--- config.mk ---
export PLATFORM = sky130hd
export DESIGN_NAME = mcop_sched
export DESIGN_NICKNAME = d
export VERILOG_FILES = /design/src/rtl/mcop_pkg.sv /design/src/rtl/mcop_lat_ctr.sv /design/src/rtl/mcop_sched.sv
export SDC_FILE = /design/constraint.sdc
export NUM_CORES = 1
export LEC_CHECK = 0
export ABC_AREA = 1
export CORE_UTILIZATION = 50
export CTS_CLUSTER_SIZE = 30
export DETAILED_ROUTE_END_ITERATION = 12
export GPL_TIMING_DRIVEN = 0
export PLACE_DENSITY = 0.81
export SLEW_MARGIN = 10
export SYNTH_ARGS = -nofsm -noshare
export SYNTH_HDL_FRONTEND = slang
export SYNTH_SLANG_ARGS = --single-unit
--- constraint.sdc ---
create_clock -name clk -period 4.1 [get_ports clk]
set_input_delay 0.41 -clock clk [delete_from_list [all_inputs] [get_ports clk]]
set_output_delay 0.41 -clock clk [all_outputs]
set_load 0.02 [all_outputs]
--- src/rtl/mcop_pkg.sv ---
// Shared types and constants for the multi-cycle op scheduler.
// The optional divide timeout is enabled by MCOP_DIV_TIMEOUT_EN.
package mcop_pkg;

    localparam int unsigned OP_W      = 4;
    localparam int unsigned RD_W      = 4;
    localparam int unsigned UOP_W     = 3;
    localparam int unsigned SRC_W     = 2;
    localparam int unsigned LAT_W     = 3;
    localparam int unsigned TMO_W     = 6;
    localparam int unsigned TMO_LIMIT = 40;

    localparam logic [2:0] IOP_MUL  = 3'b100;
    localparam logic [2:0] IOP_SMUL = 3'b101;
    localparam logic [2:0] IOP_UMUL = 3'b110;
    localparam logic [2:0] IOP_DIV  = 3'b111;

    localparam logic [1:0] FOP_FADD  = 2'b00;
    localparam logic [1:0] FOP_FMUL  = 2'b01;
    localparam logic [1:0] FOP_FADDH = 2'b10;
    localparam logic [1:0] FOP_FMULH = 2'b11;

    localparam int unsigned LAT_MUL   = 3;
    localparam int unsigned LAT_FADD  = 4;
    localparam int unsigned LAT_FMUL  = 5;
    localparam int unsigned LAT_FADDH = 2;
    localparam int unsigned LAT_FMULH = 3;

    localparam logic [SRC_W-1:0] SRC_INT = 2'b00;
    localparam logic [SRC_W-1:0] SRC_FPU = 2'b10;

    typedef enum logic [1:0] {
        ST_IDLE  = 2'd0,
        ST_ISSUE = 2'd1,
        ST_WAIT  = 2'd2,
        ST_WB    = 2'd3
    } state_e;

    typedef struct packed {
        logic [OP_W-1:0] op;
        logic [RD_W-1:0] rd;
        logic            dz;
    } mcop_req_t;

    // Counter preload: ISSUE and the final WAIT cycle account for two of the L cycles.
    function automatic logic [LAT_W-1:0] lat_load(input logic [OP_W-1:0] op);
        int unsigned lat;
        lat = LAT_MUL;
        if (op[3]) begin
            case (op[1:0])
                FOP_FADD:  lat = LAT_FADD;
                FOP_FMUL:  lat = LAT_FMUL;
                FOP_FADDH: lat = LAT_FADDH;
                default:   lat = LAT_FMULH;
            endcase
        end
        return LAT_W'(lat - 2);
    endfunction

endpackage

--- src/rtl/mcop_lat_ctr.sv ---
// Loadable 3-bit down counter with a zero flag, used to time fixed-latency ops.
module mcop_lat_ctr
    import mcop_pkg::*;
(
    input  logic             clk,
    input  logic             reset,
    input  logic             load,
    input  logic [LAT_W-1:0] load_val,
    input  logic             dec,
    output logic             zero_c
);

    logic [LAT_W-1:0] cnt_q, cnt_d;

    always_comb begin
        cnt_d = cnt_q;
        if (load) begin
            cnt_d = load_val;
        end else if (dec && (cnt_q != '0)) begin
            cnt_d = cnt_q - LAT_W'(1);
        end
    end

    always_ff @(posedge clk or negedge reset) begin
        if (!reset) begin
            cnt_q <= '0;
        end else begin
            cnt_q <= cnt_d;
        end
    end

    assign zero_c = (cnt_q == '0);

endmodule

--- src/rtl/mcop_sched.sv ---
// Multi-cycle op scheduler: issues MUL/DIV/FPU ops, times completion, raises writeback.
// Define MCOP_DIV_TIMEOUT_EN to abort a divide that never reports done.
module mcop_sched
    import mcop_pkg::*;
(
    input  logic             clk,
    input  logic             reset,
    input  logic             req_valid,
    output logic             req_ready,
    input  logic [OP_W-1:0]  req_op,
    input  logic [RD_W-1:0]  req_rd,
    input  logic             div_zero,
    input  logic             div_done,
    input  logic             flush,
    output logic             mul_start,
    output logic             div_start,
    output logic             fpu_start,
    output logic [UOP_W-1:0] unit_op,
    output logic             unit_abort,
    output logic             busy,
    output logic             wb_valid,
    output logic [RD_W-1:0]  wb_rd,
    output logic [SRC_W-1:0] wb_src,
    output logic             wb_err
);

    state_e            state_q, state_d;
    mcop_req_t         req_q, req_d;
    logic              err_q, err_d;
    logic              abort_q, abort_d;
    logic              busy_q, busy_d;
    logic              wb_valid_q, wb_valid_d;
    logic [RD_W-1:0]   wb_rd_q, wb_rd_d;
    logic [SRC_W-1:0]  wb_src_q, wb_src_d;
    logic              wb_err_q, wb_err_d;

    logic              ctr_load, ctr_dec, ctr_zero;
    logic [LAT_W-1:0]  ctr_load_val;
    logic              is_fpu, is_div, is_mul, is_bad;

`ifdef MCOP_DIV_TIMEOUT_EN
    logic [TMO_W-1:0]  tmo_q, tmo_d;
`endif

    mcop_lat_ctr u_lat_ctr (
        .clk      (clk),
        .reset    (reset),
        .load     (ctr_load),
        .load_val (ctr_load_val),
        .dec      (ctr_dec),
        .zero_c   (ctr_zero)
    );

    // Classify the latched op; codes 000-011 are not multi-cycle and complete as errors.
    always_comb begin
        is_fpu = req_q.op[3];
        is_div = !is_fpu && (req_q.op[2:0] == IOP_DIV);
        is_mul = !is_fpu && req_q.op[2] && (req_q.op[2:0] != IOP_DIV);
        is_bad = (!is_fpu && !req_q.op[2]) || (is_div && req_q.dz);
    end

    always_comb begin
        state_d      = state_q;
        req_d        = req_q;
        err_d        = err_q;
        abort_d      = 1'b0;
        mul_start    = 1'b0;
        div_start    = 1'b0;
        fpu_start    = 1'b0;
        ctr_load     = 1'b0;
        ctr_dec      = 1'b0;
        ctr_load_val = lat_load(req_q.op);
`ifdef MCOP_DIV_TIMEOUT_EN
        tmo_d        = tmo_q;
`endif

        case (state_q)
            ST_IDLE: begin
                if (req_valid && !flush) begin
                    req_d.op = req_op;
                    req_d.rd = req_rd;
                    req_d.dz = div_zero;
                    err_d    = 1'b0;
                    state_d  = ST_ISSUE;
                end
            end
            ST_ISSUE: begin
                if (flush) begin
                    abort_d = 1'b1;
                    state_d = ST_IDLE;
                end else if (is_bad) begin
                    err_d   = 1'b1;
                    state_d = ST_WB;
                end else begin
                    mul_start = is_mul;
                    div_start = is_div;
                    fpu_start = is_fpu;
                    ctr_load  = !is_div;
`ifdef MCOP_DIV_TIMEOUT_EN
                    tmo_d     = '0;
`endif
                    state_d   = ST_WAIT;
                end
            end
            ST_WAIT: begin
                if (flush) begin
                    abort_d = 1'b1;
                    state_d = ST_IDLE;
                end else if (is_div) begin
                    if (div_done) begin
                        state_d = ST_WB;
                    end
`ifdef MCOP_DIV_TIMEOUT_EN
                    else if (tmo_q == TMO_W'(TMO_LIMIT - 1)) begin
                        abort_d = 1'b1;
                        err_d   = 1'b1;
                        state_d = ST_WB;
                    end else begin
                        tmo_d = tmo_q + TMO_W'(1);
                    end
`endif
                end else if (ctr_zero) begin
                    state_d = ST_WB;
                end else begin
                    ctr_dec = 1'b1;
                end
            end
            ST_WB: begin
                state_d = ST_IDLE;
            end
            default: begin
                state_d = ST_IDLE;
            end
        endcase

        busy_d     = (state_d != ST_IDLE);
        wb_valid_d = (state_d == ST_WB);
        wb_rd_d    = wb_valid_d ? req_d.rd : '0;
        wb_src_d   = wb_valid_d ? (req_d.op[3] ? SRC_FPU : SRC_INT) : '0;
        wb_err_d   = wb_valid_d && err_d;
    end

    always_ff @(posedge clk or negedge reset) begin
        if (!reset) begin
            state_q    <= ST_IDLE;
            req_q      <= '0;
            err_q      <= 1'b0;
            abort_q    <= 1'b0;
            busy_q     <= 1'b0;
            wb_valid_q <= 1'b0;
            wb_rd_q    <= '0;
            wb_src_q   <= '0;
            wb_err_q   <= 1'b0;
        end else begin
            state_q    <= state_d;
            req_q      <= req_d;
            err_q      <= err_d;
            abort_q    <= abort_d;
            busy_q     <= busy_d;
            wb_valid_q <= wb_valid_d;
            wb_rd_q    <= wb_rd_d;
            wb_src_q   <= wb_src_d;
            wb_err_q   <= wb_err_d;
        end
    end

`ifdef MCOP_DIV_TIMEOUT_EN
    always_ff @(posedge clk or negedge reset) begin
        if (!reset) begin
            tmo_q <= '0;
        end else begin
            tmo_q <= tmo_d;
        end
    end
`endif

    assign req_ready  = reset && (state_q == ST_IDLE) && !flush;
    assign unit_op    = req_q.op[UOP_W-1:0];
    assign unit_abort = abort_q;
    assign busy       = busy_q;
    assign wb_valid   = wb_valid_q;
    assign wb_rd      = wb_rd_q;
    assign wb_src     = wb_src_q;
    assign wb_err     = wb_err_q;

endmodule

==> flow_summary_export.csv, run 1 <==
group,metric,value,unit
floorplan,die_w,51.7,µm
setup_path,path_max_fanout,4,
clock_tree,path_clk_slew,0.12,ns
setup_path,crit_start,"state_q[1]",
synth,synth_area_leaders,"dfrtp_1 49%, inv_1 8.8%, nand2_1 6.4%",
timing,hold_slack,0.0594,ns
timing,hold_viol,0,
floorplan,die-area,2670,µm²
routing,wl,2.33,mm
power_and_ir_drop,leakagePower,0.819,nW
layout,final_cells,205,
routing,detail_route.wl_per_cell,11.4,µm
clock_tree,h-tree-depth,1,
power_and_ir_drop,ir_drop,0.471,mV
timing,finClkSkew,0.00491,ns
routing,drtIter0Drc,9,
global_route,grt_max_degree,26,
place,dpl.cell_count,201,
synth,synth_edf_count,0,
synth,syn_inst,144,
synth,synth.area.mux_share,1.82,%
synth,syn_area_per_cell,8.58,µm²
timing,slew-limit-headroom,64.5,%
place,io_buffers,29,
routing,first_pass_iters,4,
layout,fin_nets,197,
synth,synth_compound_area_share,6.17,%
global_route,grt-ovfl-total,0,
synth,synth_top_family_by_area,"simple AND/OR/NAND/NOR gates",
power_and_ir_drop,total_power,1.10,mW
run,max_cap_violations,0,
routing,via_per_inst,4.88,
synth,synth_area,1240,µm²
floorplan,rows,17,
layout,synthToLayoutAreaGrowth,28.8,%
setup_path,regToRegSetupSlack,2.45,ns
synth,synthAdderAreaFrac,5.06,%
setup_path,critPathArrivalTime,2.26,ns
place,place_hpwl,1.84,mm
clock_tree,ctsResizeCount,0,
global_route,grt_pass1_wl,4.09,mm
setup_path,r2r_end,"u_lat_ctr.cnt_q[1]",
worst_hold_path,hp-class,"input port to async pin",
floorplan,io_pins,31,
clock_tree,postCtsSetupBuffers,0,
synth,synth_top_area_cell,"dfrtp_1",
clock_tree,clk_latency,0.31,ns
clock_tree,clockRootBuffer,"clkbuf_4",
routing,ant_nets,0,
clock_tree,cts_buffers,3,
synth,synth.most_common_cell,"inv_1",
timing,tightest_slew,0.532,ns
floorplan,die_height,51.7,µm
timing,setup_ws,1.43,ns
clock_tree,clock-sinks,24,
synth,yosys_warnings,0,
clock_tree,tritoncts,"done",
synth,synth_flop_cell,"dfrtp_1",
setup_path,crit_path_end_kind,"output pin",
timing,finalCritPeriodShare,65.2,%
setup_path,endpoint,"mul_start",
global_route,grt.total_usage,20.9,%
global_route,antenna_found_initial,0,
synth,yosysSeqAreaShare,48.6,%
timing,rsz0062_at_grt,"no",
timing,setup_tns,0,ns
synth,netlist.area_leader.share,48.6,%
place,dp_slack,1.17,ns
layout,fin_util,70.0,%
place,dpl_cell_area,1560,µm²
layout,drive_gt1_share,16.9,%
synth,ys_top_cells_by_count,"29 x inv_1, 24 x dfrtp_1, 21 x nand2_1",
routing,vias,1001,
floorplan,core,2280,µm²
global_route,grt_pass1_vias,1000,
synth,ys_types,25,
setup_path,critPathRequiredTime,3.69,ns
synth,syn-num-nets,163,
synth,synth_simple_gate_area_share,25.1,%
status,status,"complete, no violations",
routing,drc,0,
clock_tree,postCtsHoldBufs,0,
setup_path,path_class,"flop to output pin",
synth,synth-seq-cells,24,
layout,n_antenna_cell,0,
timing,finalSetupViolCount,0,
floorplan,initial_core_util,54.3,%
setup_path,reg2reg_depth,9,
timing,drv_slew,0,
place,routabilityCongestion,0.823,
layout,fillers,184,
layout,design_area,1590,µm²
timing,fmax,0.374,GHz
clock_tree,clock_path_buffers,2,
setup_path,r2r-start,"state_q[0]",
synth,async_flop_share,100,%
setup_path,worstSetupStartpointType,"flop",
timing,period_minus_slack,2.67,ns
synth,synthXorXnorAreaFrac,0.709,%
power_and_ir_drop,power_density,692,nW/µm²
[critical path: stages (launching register included)]
cell	delay (ns)
dfrtp_1	0.43
inv_1	0.11
ha_1	0.18
inv_1	0.07
nor2_2	0.16
inv_1	0.08
nor4_1	0.26
clkdlybuf4s50_1	0.67
[layout make-up]
class / count / area [µm²] / share of cell area [%]
Tap cell: 28 / 35.0 / 2.20
Buffer: 5 / 35.0 / 2.20
Inverter: 31 / 116 / 7.31
Timing Repair Buffer: 29 / 285 / 17.9
Multi-Input combinational cell: 84 / 484 / 30.4
Clock buffer: 4 / 36.3 / 2.28
Sequential cell: 24 / 601 / 37.7
[flip-flops by register name, summed over array words and instances (netlist names)]
register,cells
state_q,2
unit_abort,1
is_fpu,1
unit_op,3
wb_err,1
req_q,5
busy,1
wb_valid,1
wb_rd,4
err_q,1
wb_src,1
u_lat_ctr.cnt_q,3
[per-layer routing]
metal / share of wire [%] / vias to the layer above / track usage [%]
li1: - / 495 / -
met1: 42 / 471 / 25.5
met2: 52 / 31 / 35.9
met3: 5.4 / 4 / 3.51
met4: 1.2 / 0 / 9.91
met5: 0 / - / 0
[report_power, final]
group,internal [mW],switching (mW)
registers,0.331,0.0545
clock network,0.0542,0.0657
logic,0.246,0.350
[cell families after synthesis]
group	count (synthesis)
compound gates	13
xor+xnor	1
fa+ha+maj	5
buf+inv	36
flops	24
mux	2
other cells	1
simple gates	62
[worst min path at each step]
stage | depth (start not counted) | slack, ns | endpoint | from
after CTS | 1 | 0.53 | req_q[0] | req_q[0]
after global placement | 2 | 0.48 | err_q | err_q
final | 1 | 0.06 | u_lat_ctr.cnt_q[1] | reset
after floorplan | 0 | 0.11 | busy | reset
after global routing | 1 | 0.09 | u_lat_ctr.cnt_q[1] | reset
after detailed placement | 1 | 0.50 | req_q[0] | req_q[0]
[cell usage in the layout (no fill, tap or decap), types with 3 or more instances in the layout]
cell type | synthesis | layout
clkbuf_4 | 0 | 3
o21ai_1 | 5 | 5
a21oi_1 | 4 | 4
nor3_1 | 3 | 3
nor2_2 | 8 | 8
o21ai_0 | 3 | 3
inv_1 | 29 | 29
buf_4 | 4 | 4
dfrtp_1 | 24 | 24
nor2_1 | 13 | 13
nand2_1 | 21 | 21
clkdlybuf4s50_1 | 0 | 28
nand3_1 | 7 | 7
ha_1 | 5 | 5
nand2_2 | 3 | 3
(Power assumes the default switching activity.)
==> run 2, diff against run 1 <==
--- a/config.mk
+++ b/config.mk
@@ -6,11 +6,11 @@
 export NUM_CORES = 1
 export LEC_CHECK = 0
 export ABC_AREA = 1
-export CORE_UTILIZATION = 50
+export CORE_UTILIZATION = 43
 export CTS_CLUSTER_SIZE = 30
 export DETAILED_ROUTE_END_ITERATION = 12
 export GPL_TIMING_DRIVEN = 0
-export PLACE_DENSITY = 0.81
+export PLACE_DENSITY = 0.74
 export SLEW_MARGIN = 10
 export SYNTH_ARGS = -nofsm -noshare
 export SYNTH_HDL_FRONTEND = slang
==> constraint.sdc (replaced) <==
create_clock -name clk -period 2.4 [get_ports clk]
set_input_delay 0.24 -clock clk [delete_from_list [all_inputs] [get_ports clk]]
set_output_delay 0.24 -clock clk [all_outputs]
set_load 0.02 [all_outputs]
==> run 2 against run 1 <==
  * Sequential power up 71%
  * Cell count grew 2.4%
  * Clock skew up 0.012 ns
  * Combinational power grew 69%
  * Utilization decreased by 9.8 points
  * Total power is 78% higher
  * Sequential share of layout area decreased by 1.2 points
  * Via count is 3.1% lower
  * Clock power increased by 140%
  * Die area up 16%
  * Non-clock buffer count rose by 2
  * Critical path type unchanged
  * Highest routed layer unchanged
==> flow_summary_export.csv, run 2 (synthesis results as in run 1) <==
group,metric,value,unit
layout,n_antenna_cell,0,
global_route,grt.total_usage,16.7,%
floorplan,core,2730,µm²
floorplan,die_w,55.6,µm
power_and_ir_drop,total_power,1.96,mW
power_and_ir_drop,leakagePower,0.880,nW
global_route,antenna_found_initial,0,
clock_tree,cts_buffers,3,
place,io_buffers,29,
global_route,grt_pass1_vias,980,
routing,drtIter0Drc,23,
layout,synthToLayoutAreaGrowth,33.2,%
layout,drive_gt1_share,17.3,%
timing,finalCritPeriodShare,94.2,%
global_route,grt_pass1_wl,4.05,mm
clock_tree,path_clk_slew,0.15,ns
routing,drc,0,
status,status,"complete, no violations",
clock_tree,clk_latency,0.32,ns
routing,vias,970,
power_and_ir_drop,power_density,1190,nW/µm²
layout,largest_reg_flops,5,
timing,finalSetupViolCount,0,
setup_path,r2r-start,"state_q[1]",
layout,final_cell_mix,"29 x inv_1, 25 x clkdlybuf4s50_1, 24 x dfrtp_1",
timing,rsz0062_at_grt,"no",
routing,ant_nets,0,
floorplan,rows,19,
clock_tree,clockRootBuffer,"clkbuf_4",
timing,finClkSkew,0.0170,ns
power_and_ir_drop,ir_drop,0.851,mV
setup_path,path_class,"flop to output pin",
setup_path,critPathArrivalTime,2.02,ns
layout,final_common_cell,"inv_1",
setup_path,crit_start,"state_q[1]",
global_route,grt_max_degree,26,
clock_tree,clock_path_buffers,2,
timing,hold_viol,0,
timing,fmax,0.442,GHz
setup_path,critPathRequiredTime,2.16,ns
clock_tree,clock-sinks,24,
setup_path,crit_path_end_kind,"output pin",
routing,first_pass_iters,4,
place,place_hpwl,1.78,mm
setup_path,worstSetupStartpointType,"flop",
place,routabilityCongestion,0.808,
clock_tree,postCtsSetupBuffers,0,
floorplan,io_pins,31,
global_route,grt-ovfl-total,0,
floorplan,die-area,3090,µm²
layout,seq_area,601,µm²
clock_tree,h-tree-depth,1,
timing,period_minus_slack,2.26,ns
layout,regMostFlops,"req_q",
worst_hold_path,hp-class,"input port to async pin",
routing,detail_route.wl_per_cell,11.5,µm
layout,fillers,261,
clock_tree,tritoncts,"done",
routing,via_per_inst,4.62,
setup_path,path_max_fanout,4,
timing,drv_slew,0,
routing,wl,2.41,mm
run,max_cap_violations,0,
place,dp_slack,-0.209,ns
floorplan,die_height,55.6,µm
timing,setup_ws,0.140,ns
layout,multiInputGateArea,484,µm²
layout,fin_nets,199,
floorplan,initial_core_util,45.2,%
-- run 2: cell count changes in the layout (fill, tap and decap cells not counted) --
cell	delta
clkbuf_2	+1
clkdlybuf4s50_1	-3
dlymetal6s2s_1	+2
buf_2	-1
clkbuf_8	-1
buf_12	+1
bufinv_16	+1
dlygate4sd2_1	+1
dlygate4sd3_1	+1
-- run 2: what timing repair did --
action                                 in CTS  in global routing
setup endpoints to repair                   2                  3
hold buffers                                0                  2
resized for setup                           2                  4
endpoints found under the hold margin       0                 24
-- run 2: worst max-delay path, cell delays in order (launching register included) --
cell           delay [ns]
dfrtp_1              0.44
inv_1                0.12
ha_1                 0.18
inv_1                0.07
nor2_2               0.18
inv_1                0.08
nor4_1               0.26
dlygate4sd2_1        0.38
-- run 2: layer usage --
layer	up-vias	wire [µm]	GRT usage, %
met3	2	113	3.95
li1	499	-	-
met2	24	1240	30.1
met5	-	0	0
met1	445	1050	20.0
met4	0	10	4.29
-- run 2: path summary, 6_finish.rpt --
check | endpoint | slack [ns] | cells past startpoint
setup / recovery | mul_start | 0.14 | 7
hold / removal | unit_abort | 0.40 | 3
setup reg to reg | wb_src[1] | 0.69 | 10
hold reg to reg | req_q[0] | 0.52 | 1
max in group asynchronous | req_q[0] | 1.84 | 3
min in group clk | unit_op[1] | 0.51 | 3
-- run 2: per-stage QoR --
step	area [µm²]	utilization (%)	hold WS [ns]	TNS, ns	cells
final	1650	60.2	0.396	0	210
after floorplan	1240	-	-0.0556	0	144
after global placement	1570	57.3	0.480	-0.172	204
after CTS	1620	59.1	0.262	0	208
after global routing	1650	60.2	0.426	0	210
after detailed placement	1570	57.3	0.493	-0.209	204
-- run 2: cell type report --
| cell class | instances | area share (%) |
|---|---|---|
| flip-flops and latches | 24 | 36.5 |
| multi-input cells | 84 | 29.4 |
| repair buffers | 31 | 19.4 |
| inverters | 31 | 7.07 |
| well taps | 31 | 2.36 |
| plain buffers | 5 | 2.13 |
| clock inverters | 1 | 1.82 |
| clock buffers | 3 | 1.37 |
-- run 2: power by group --
group | internal [mW] | total (mW) | switching [mW]
Sequential | 0.566 | 0.659 | 0.0930
Combinational | 0.421 | 1.01 | 0.590
Clock | 0.169 | 0.293 | 0.124
